==> src/rtl/rca_adder.sv <==
// Ripple-carry adder: WIDTH chained 1-bit full adders with combinational sum,
// carry-out and signed overflow, plus a one-cycle registered copy of each.

module rca_full_adder (
    input  logic a_i,
    input  logic b_i,
    input  logic k_i,
    output logic s_o,
    output logic k_o
);

    logic p;

    assign p   = a_i ^ b_i;
    assign s_o = p ^ k_i;
    assign k_o = (a_i & b_i) | (k_i & p);

endmodule

module rca_adder #(
    parameter int WIDTH = 32
) (
    input  logic             clk,
    input  logic             rst,
    input  logic [WIDTH-1:0] a,
    input  logic [WIDTH-1:0] b,
    output logic [WIDTH-1:0] s,
    output logic             c,
    output logic             ovf,
    output logic [WIDTH-1:0] s_q,
    output logic             c_q,
    output logic             ovf_q
);

    // k[i] is the carry into bit i; k[WIDTH] is the carry out of the MSB.
    logic [WIDTH:0] k;

    assign k[0] = 1'b0;

    for (genvar i = 0; i < WIDTH; i++) begin : g_fa
        rca_full_adder u_fa (
            .a_i (a[i]),
            .b_i (b[i]),
            .k_i (k[i]),
            .s_o (s[i]),
            .k_o (k[i+1])
        );
    end

    assign c   = k[WIDTH];
    // Signed overflow: carry into the sign bit differs from carry out of it.
    // With WIDTH = 1 this is k[1] ^ k[0], which reduces to c.
    assign ovf = k[WIDTH] ^ k[WIDTH-1];

    // NOTE: registers use non-blocking assignments so every flop samples the
    // pre-edge value of its input, independent of statement order.
    always_ff @(posedge clk or posedge rst) begin
        if (rst) begin
            s_q   <= '0;
            c_q   <= 1'b0;
            ovf_q <= 1'b0;
        end else begin
            s_q   <= s;
            c_q   <= c;
            ovf_q <= ovf;
        end
    end

endmodule

==> config.mk <==
export PLATFORM = sky130hd
export DESIGN_NAME = rca_adder
export DESIGN_NICKNAME = d
export VERILOG_FILES = /design/src/rtl/rca_adder.sv
export SDC_FILE = /design/constraint.sdc
export NUM_CORES = 1
export LEC_CHECK = 0
export CORE_UTILIZATION = 28
export DETAILED_ROUTE_END_ITERATION = 8
export GPL_TIMING_DRIVEN = 0
export PLACE_DENSITY = 0.76
export SYNTH_ARGS = -nofsm -noshare
export SYNTH_HDL_FRONTEND = slang
export SYNTH_HIERARCHICAL = 1
export SYNTH_SLANG_ARGS = --single-unit
==> constraint.sdc <==
create_clock -name clk -period 25.9 [get_ports clk]
set_clock_uncertainty 0.1 [all_clocks]
set_input_delay 6.475 -clock clk [delete_from_list [all_inputs] [get_ports clk]]
set_output_delay 6.475 -clock clk [all_outputs]
set_load 0.05 [all_outputs]
==> reports/summary.txt <==
Status: complete, no violations
CP max stage delay: 440 ps
P&R area growth vs syn: 105%
Ports: 134
Crit. End Element: output port
Placed standard-cell area: 2950 um^2
Pwr/cell area: 81.4 nW/um^2
Worst hold path type: input pin to asynchronous set/reset pin
Asr flop ratio synth: 1.00
Largest cells by area after synthesis: dfrtp_1 56%, fa_1 42%, xor2_1 0.58%
Critical-path top delay cell: fa_1
VDD IR-drop max: 0.0000358 V
Die X: 75.4 um
Top FF cell, synth: dfrtp_1
RePlAce Congestion: 0.693
Worst path top cell family by delay: adder cells
GRT Overall Usage: 0.141
Final Hold Viols: 0
Die area: 5680 um^2
CTS Buf Count: 5
Via/cell ratio: 4.00
Total power: 0.251 mW
Worst Path Max Fanout: 3
FILL cells: 435
Worst-margin pin slew: 686 ps
Clk root buf: clkbuf_8
Min Tclk post-route: 25590 ps
Synth top area share: 0.564
Port Buffers: 133
# hold bufs at CTS: 0
Critical path startpoint category: input pin
Syn_area_per_cell: 21.9 um^2
ANT nets after route: 0
CTS Sinks: 34
DRT iter0 DRCs: 17
Hold_ws: 6530 ps
Crit path required time: 19320 ps
Routed len/inst: 13.4 um
Netlist Area Pre-Place: 1510 um^2
Design area: 3090 um^2
Vias in the first global route: 1300
Initial antenna violation count: 0
Post-synthesis cell count: 69
Register area share after synthesis: 0.564
Nets: 309
Final setup fails: 0
DR pass1 iterations: 2
CTS tree: done
Final Max Tran Viols: 0
Clock transition at path regs: 60 ps
Layout cells sized above 1: 0.156
Total wire length: 3.76 mm
Syn nets: 167
Fmax: 0.0391 GHz
Global-route wire length before repair: 5.66 mm
Post-route DRC: 0
Final HPWL DP: 3.29 mm
Via count: 1125
Placed Cells: 272
# rows: 26
Core area: 5140 um^2
CP Depth: 35
Post-synth top area cell: dfrtp_1
Largest net degree at the start of global routing: 35
Final Cycle Share: 0.988
Synth cell count leaders: 34 x dfrtp_1, 32 x fa_1, 1 x conb_1, 1 x inv_1, 1 x xor2_1
Synth Register Bits: 34
Longest Clk Path Bufs: 2
CP most frequent cell: fa_2
Count of different cell masters after synthesis: 5
Worst Path Buf+Inv: 2
Slew headroom: 0.542
Worst setup path class: input pin to output port
Worst Path Arrival: 19020 ps
Worst setup path startpoint: a[0]
EDFF count, synth: 0
Most common cell in the netlist: dfrtp_1
TNS Setup: 0 ps
Critical Path End: ovf
Total congestion overflow: 0
YS warnings: 6
H-tree levels: 2
Maxcap violations: 0
ANT cells: 0
Fin cells: 281
Leak: 1.20 nW
Die Y: 75.4 um
Starting Density: 0.293
per-layer routing:
layer	up-vias	GRT usage	routed length, um
li1	489	-	-
met1	558	0.137	1090
met2	73	0.261	2140
met3	5	0.0569	483
met4	0	0.0617	46
met5	-	0	0
metrics by stage:
stage / utilization / worst slack, ps
2_1_floorplan: - / 28.3
3_3_place_gp: 0.574 / -1290
3_5_place_dp: 0.574 / -1380
4_1_cts: 0.597 / 43.2
5_1_grt: 0.600 / -1.27
6_report: 0.600 / 309
cell type report:
class | instances | area, um^2 | area share
Clock buffer | 7 | 76.3 | 0.0247
Inverter | 1 | 3.75 | 0.00122
Tap cell | 70 | 87.6 | 0.0284
Timing Repair Buffer | 135 | 1340 | 0.435
Sequential cell | 34 | 851 | 0.276
Multi-Input combinational cell | 34 | 724 | 0.235
worst min path at each step:
stage | from | to | slack (ps) | depth (start not counted)
global placement | rst | s_q[17] | 7070 | 2
CTS | b[14] | s_q[14] | 6800 | 2
floorplan | rst | c_q | 6520 | 1
detailed placement | b[14] | s_q[14] | 7090 | 2
finish | rst | s_q[17] | 6530 | 2
global route | rst | s_q[17] | 6590 | 2
registers in the layout, summed over array words and instances, names as in the netlist:
| register | count |
|---|---|
| s_q | 32 |
| ovf_q | 1 |
| c_q | 1 |
logic make-up (layout without fill, tap and decap cells):
| kind of cell | Yosys count | count (layout) | synth area share |
|---|---|---|---|
| adders and majority gates | 32 | 32 | 0.425 |
| other | 1 | 1 | 0.00249 |
| buffers and inverters | 1 | 143 | 0.00249 |
| DFF | 34 | 34 | 0.564 |
| xor gates and xnor gates | 1 | 1 | 0.00581 |
what timing repair did:
item                       CTS  global route
buffers inserted             1             1
pin swaps                    2             3
gates resized for setup     32             7
setup endpoints to repair    6             5
cells in the final DEF (no fill, tap or decap), drive strengths merged:
master	count
clkbuf	7
buf	5
conb	1
dfrtp	34
clkdlybuf4s50	129
fa	32
dlygate4sd2	1
xor2	1
inv	1
where the power goes:
part	internal, mW	switching (mW)
sequential	0.0635	0.00259
clock	0.0185	0.0158
combinational	0.0522	0.0984
total	0.134	0.117
Power figures use the tool's default switching activity.
